File: src/rtl/uart_cmd_controller.sv
// Command sequencer between the UART RX FIFO and TX FIFO: echoes ordinary bytes,
// answers the trigger byte with a hex snapshot of Value_In (optionally CR LF terminated).
module uart_cmd_controller #(
    parameter logic [7:0] TRIG_CHAR = 8'h54,
    parameter int          DATA_W    = 24,
    parameter bit          HEX_UPPER = 1'b1,
    parameter bit          ADD_CRLF  = 1'b1
) (
    input  logic              CLK,
    input  logic              RSTn,
    input  logic              Empty_Sig,
    input  logic [7:0]        FIFO_Read_Data,
    output logic              Read_Req_Sig,
    input  logic              Full_Sig,
    output logic [7:0]        FIFO_Write_Data,
    output logic              Write_Req_Sig,
    input  logic [DATA_W-1:0] Value_In,
    output logic              Busy_Sig,
    output logic [7:0]        Cmd_Count,
    output logic [3:0]        dbg_state
);

    localparam int NDIG  = DATA_W / 4;
    localparam int IDX_W = (NDIG > 1) ? $clog2(NDIG) : 1;
    localparam logic [IDX_W-1:0] LAST_IDX = IDX_W'(NDIG - 1);

    typedef enum logic [3:0] {
        IDLE    = 4'd0,
        RD_REQ  = 4'd1,
        RD_WAIT = 4'd2,
        DECODE  = 4'd3,
        ECHO    = 4'd4,
        HEX     = 4'd5,
        CR      = 4'd6,
        LF      = 4'd7,
        DONE    = 4'd8
    } state_t;

    // Handshake: Read_Req_Sig is a one-cycle pop, data is taken the following cycle.
    // Write_Req_Sig is high whenever a byte is pending and the TX FIFO is not full;
    // every cycle it is high at a rising edge the byte is consumed and the FSM advances.

    state_t           state, state_nxt;
    logic [7:0]       rx_byte;
    logic [DATA_W-1:0] snapshot;
    logic [IDX_W-1:0] digit_idx;
    logic [7:0]       cmd_count;
    logic [3:0]       nibble;
    logic [7:0]       hex_char;
    logic             write_state;

    always_ff @(posedge CLK) begin
        if (!RSTn) begin
            state     <= IDLE;
            rx_byte   <= 8'h00;
            snapshot  <= '0;
            digit_idx <= '0;
            cmd_count <= 8'h00;
        end else begin
            state <= state_nxt;
            if (state == RD_WAIT)
                rx_byte <= FIFO_Read_Data;
            if (state == DECODE && rx_byte == TRIG_CHAR) begin
                snapshot  <= Value_In;
                digit_idx <= LAST_IDX;
            end
            if (state == HEX && Write_Req_Sig && digit_idx != '0)
                digit_idx <= digit_idx - 1'b1;
            if (state == DONE)
                cmd_count <= cmd_count + 8'd1;
        end
    end

    always_comb begin
        nibble = snapshot[{digit_idx, 2'b00} +: 4];
        if (nibble < 4'd10)
            hex_char = 8'h30 + {4'h0, nibble};
        else
            hex_char = (HEX_UPPER ? 8'h37 : 8'h57) + {4'h0, nibble};
    end

    assign write_state = (state == ECHO) || (state == HEX) || (state == CR) || (state == LF);

    // Gated by RSTn so that a reset cycle never pops or pushes a byte.
    assign Write_Req_Sig = RSTn && write_state && !Full_Sig;
    assign Read_Req_Sig  = RSTn && (state == RD_REQ);

    always_comb begin
        state_nxt       = state;
        FIFO_Write_Data = 8'h00;
        case (state)
            IDLE:    if (!Empty_Sig) state_nxt = RD_REQ;
            RD_REQ:  state_nxt = RD_WAIT;
            RD_WAIT: state_nxt = DECODE;
            DECODE:  state_nxt = (rx_byte == TRIG_CHAR) ? HEX : ECHO;
            ECHO: begin
                FIFO_Write_Data = rx_byte;
                if (Write_Req_Sig) state_nxt = IDLE;
            end
            HEX: begin
                FIFO_Write_Data = hex_char;
                if (Write_Req_Sig && digit_idx == '0)
                    state_nxt = ADD_CRLF ? CR : DONE;
            end
            CR: begin
                FIFO_Write_Data = 8'h0D;
                if (Write_Req_Sig) state_nxt = LF;
            end
            LF: begin
                FIFO_Write_Data = 8'h0A;
                if (Write_Req_Sig) state_nxt = DONE;
            end
            DONE:    state_nxt = IDLE;
            default: state_nxt = IDLE;
        endcase
    end

    assign Busy_Sig  = (state != IDLE);
    assign Cmd_Count = cmd_count;
    assign dbg_state = state;

endmodule

File: config.mk
export PLATFORM = sky130hd
export DESIGN_NAME = uart_cmd_controller
export DESIGN_NICKNAME = d
export VERILOG_FILES = /design/src/rtl/uart_cmd_controller.sv
export SDC_FILE = /design/constraint.sdc
export NUM_CORES = 1
export LEC_CHECK = 0
export CAP_MARGIN = 20
export CORE_MARGIN = 4
export CORE_UTILIZATION = 53
export DETAILED_ROUTE_END_ITERATION = 8
export PLACE_DENSITY = 0.95
export SLEW_MARGIN = 20
export SYNTH_ARGS = -nofsm -noshare
export SYNTH_HDL_FRONTEND = slang
export SYNTH_SLANG_ARGS = --single-unit
File: constraint.sdc
create_clock -name CLK -period 3.5 [get_ports CLK]
set_input_delay 0.35 -clock CLK [delete_from_list [all_inputs] [get_ports CLK]]
set_output_delay 0.35 -clock CLK [all_outputs]
set_load 0.01 [all_outputs]
==> results.txt <==
outcome -> finished, final reports clean
first-pass GRT wire length -> 8490 µm
leakage -> 1.27 nW
via count -> 2032
largest family of logic cells by synthesized area -> simple AND/OR/NAND/NOR gates
antenna violations before repair -> 0
TritonCTS Sinks -> 47
Setup violations, final -> 0
Clock Path Buffers -> 2
Hold Startpoint -> rx_byte[4]$_SDFFE_PN0P_
drt total wl -> 5260 µm
crit start category -> register
Arr. time, crit path -> 2970 ps
Req. time, crit path -> 3150 ps
worst reg2reg path depth -> 7
DRC viols -> 0
Synth Area in Compound Gates -> 0.115
placed insts -> 367
commonest non-fill, non-tap cell in the layout -> clkdlybuf4s50_1
Final nets -> 362
max-cap violations -> 0
internal reg-to-reg setup slack -> 1590 ps
post-CTS setup buffers -> 0
top sig layer -> met4
CP max FO -> 10
Hold EP -> rx_byte[4]$_SDFFE_PN0P_
fillers -> 336
Rows -> 24
post-layout util -> 0.715
fin crit share -> 0.949
Initial Util -> 0.557
clk root buf -> clkbuf_8
Async SR Flop Fraction -> 0
initial drt markers -> 151
largest net degree at the start of global routing -> 39
Fmax -> 0.301 GHz
Final Non-Filler Cells -> 375
Post-Synthesis Cell Area -> 2480 µm²
Final Wtd Congestion -> 0.923
Congestion Overflow GR -> 0
core area -> 4440 µm²
#FFs+latches synth -> 47
Crit Path Class -> reg -> out
slew margin rel. -> 0.642
vias per cell -> 5.42
Synth Area in XOR/XNOR -> 0.0318
worst flop-to-flop path endpoint -> digit_idx[1]$_SDFFE_PN0P_
Worst-Skew Late Latency -> 300 ps
Num CTS Buffers -> 5
Final Critical Period -> 3320 ps
total power after layout -> 1.20 mW
worst clock skew -> 5.23 ps
H-Tree Level Count -> 2
Post-synth EDFFs -> 0
Final Max Tran Viols -> 0
hold crit path type -> reg -> reg
syn_area_per_cell -> 9.21 µm²
detailed placement HPWL -> 3870 µm
worst r2r src -> digit_idx[0]$_SDFFE_PN0P_
Final Hold Fails -> 0
share of layout cells above drive strength 1 -> 0.0619
RSZ-0062 raised after global routing -> no
pwr dens -> 376 nW/µm²
register clock-pin slew on the reported worst setup and hold paths -> 80 ps
P&R area growth vs syn -> 28.3%
Main synth FF type -> dfxtp_1
mux contribution to synthesized area -> 0.153
height of the die -> 76.4 µm
Die W -> 76.4 µm
GRT Total Usage -> 0.177
most frequent cells in the layout -> 58 x clkdlybuf4s50_1, 47 x dfxtp_1, 33 x mux2i_1
Setup TNS Final -> 0 ps
Synth Area in Simple Gates -> 0.258
measured slew at the worst slew-check pin -> 536 ps
DR WL/cell -> 14.0 µm
CTS Hold Bufs -> 0
Adder-Cell Fraction of Synth Area -> 0.0202
Unique masters post-synth -> 43
synthesized net count -> 309
vias in the first global route -> 1871
critical path startpoint -> digit_idx[0]$_SDFFE_PN0P_
Die ar. -> 5830 µm²
DR WL met2 -> 2520 µm
Worst setup EP type -> output port
VDD IR-drop max -> 0.252 mV
Synthesis Warnings -> 0
routed wl met3 -> 360 µm
Detail Route Antenna Nets -> 0
CTS resizes -> 0
post-synthesis sequential area ratio -> 0.380
worst hold path depth -> 2
Ports -> 59
antenna cells -> 0
drt first pass iters -> 4
WL met1 -> 2260 µm
Synth Instances -> 269
I/O Buffers -> 58
CTS tree -> yes
Yosys cell counts (all sizes together) (2+ instances only):
master / number / area [µm²]
and3: 3 / 18.8
o22ai: 4 / 25.0
nor4b: 2 / 38.8
a31oi: 2 / 33.8
mux2i: 33 / 330
nor2: 13 / 48.8
clkbuf: 7 / 26.3
nand3: 8 / 50.1
nand2b: 7 / 43.8
nand4: 3 / 18.8
inv: 4 / 15.0
ha: 4 / 50.1
nor3: 3 / 15.0
nand2: 26 / 97.6
dfxtp: 47 / 941
buf: 7 / 65.1
xor2: 4 / 35.0
a21oi: 15 / 75.1
a21boi: 9 / 67.6
o21ai: 10 / 50.0
xnor2: 5 / 43.8
nor2b: 29 / 181
and2: 10 / 62.6
mux2: 2 / 26.3
area by class of cell:
class	instances	area [µm²]	area share
clock inverters	2	60.1	0.0189
inverters	4	15.0	0.00472
repair buffers	60	596	0.187
well taps	52	65.1	0.0205
clock buffers	6	72.6	0.0228
multi-input cells	204	1430	0.450
flip-flops and latches	47	941	0.296
registers in the layout, summed over array words and instances (netlist names):
name	cells
Cmd_Count	8
snapshot	24
dbg_state	4
digit_idx	3
rx_byte	8
cell families (layout without fill, tap and decap cells):
group,count (synthesis),count (layout)
compound gates,44,44
buf+inv,18,72
simple gates,111,111
flops,47,47
fa+ha+maj,4,4
mux,36,36
xor+xnor,9,9
how the worst max path moves through the flow:
stage                                     to
after global placement    FIFO_Write_Data[2]
after floorplan           FIFO_Write_Data[2]
after global routing      FIFO_Write_Data[2]
after detailed placement  FIFO_Write_Data[2]
after CTS                 FIFO_Write_Data[2]
final                     FIFO_Write_Data[2]
per-stage QoR:
step	setup slack (ps)	hold slack, ps	instance area, µm²
2_1_floorplan	1350	447	2480
3_3_place_gp	650	462	3050
3_5_place_dp	592	484	3050
4_1_cts	213	496	3180
5_1_grt	33.7	518	3180
6_report	178	497	3180
layer usage:
layer	global-route usage	vias to the layer above
li1	-	1033
met1	0.213	911
met2	0.296	75
met3	0.0402	13
met4	0.0888	0
met5	0	-
power breakdown:
part           internal [mW]  leakage, nW  switching (mW)
Clock                  0.285       0.0654           0.179
Combinational         0.0884        0.828          0.0672
Sequential             0.547        0.379          0.0277
Total                  0.921         1.27           0.274
critical path, stage by stage (launching register included):
cell and delay (ps):
dfxtp_1 600, mux4_2 570, a21oi_1 230, ha_1 250, and4b_1 210, nor2_1 50
o22ai_1 190, clkdlybuf4s50_1 580
Note: power is estimated with default switching activity, not from simulation.
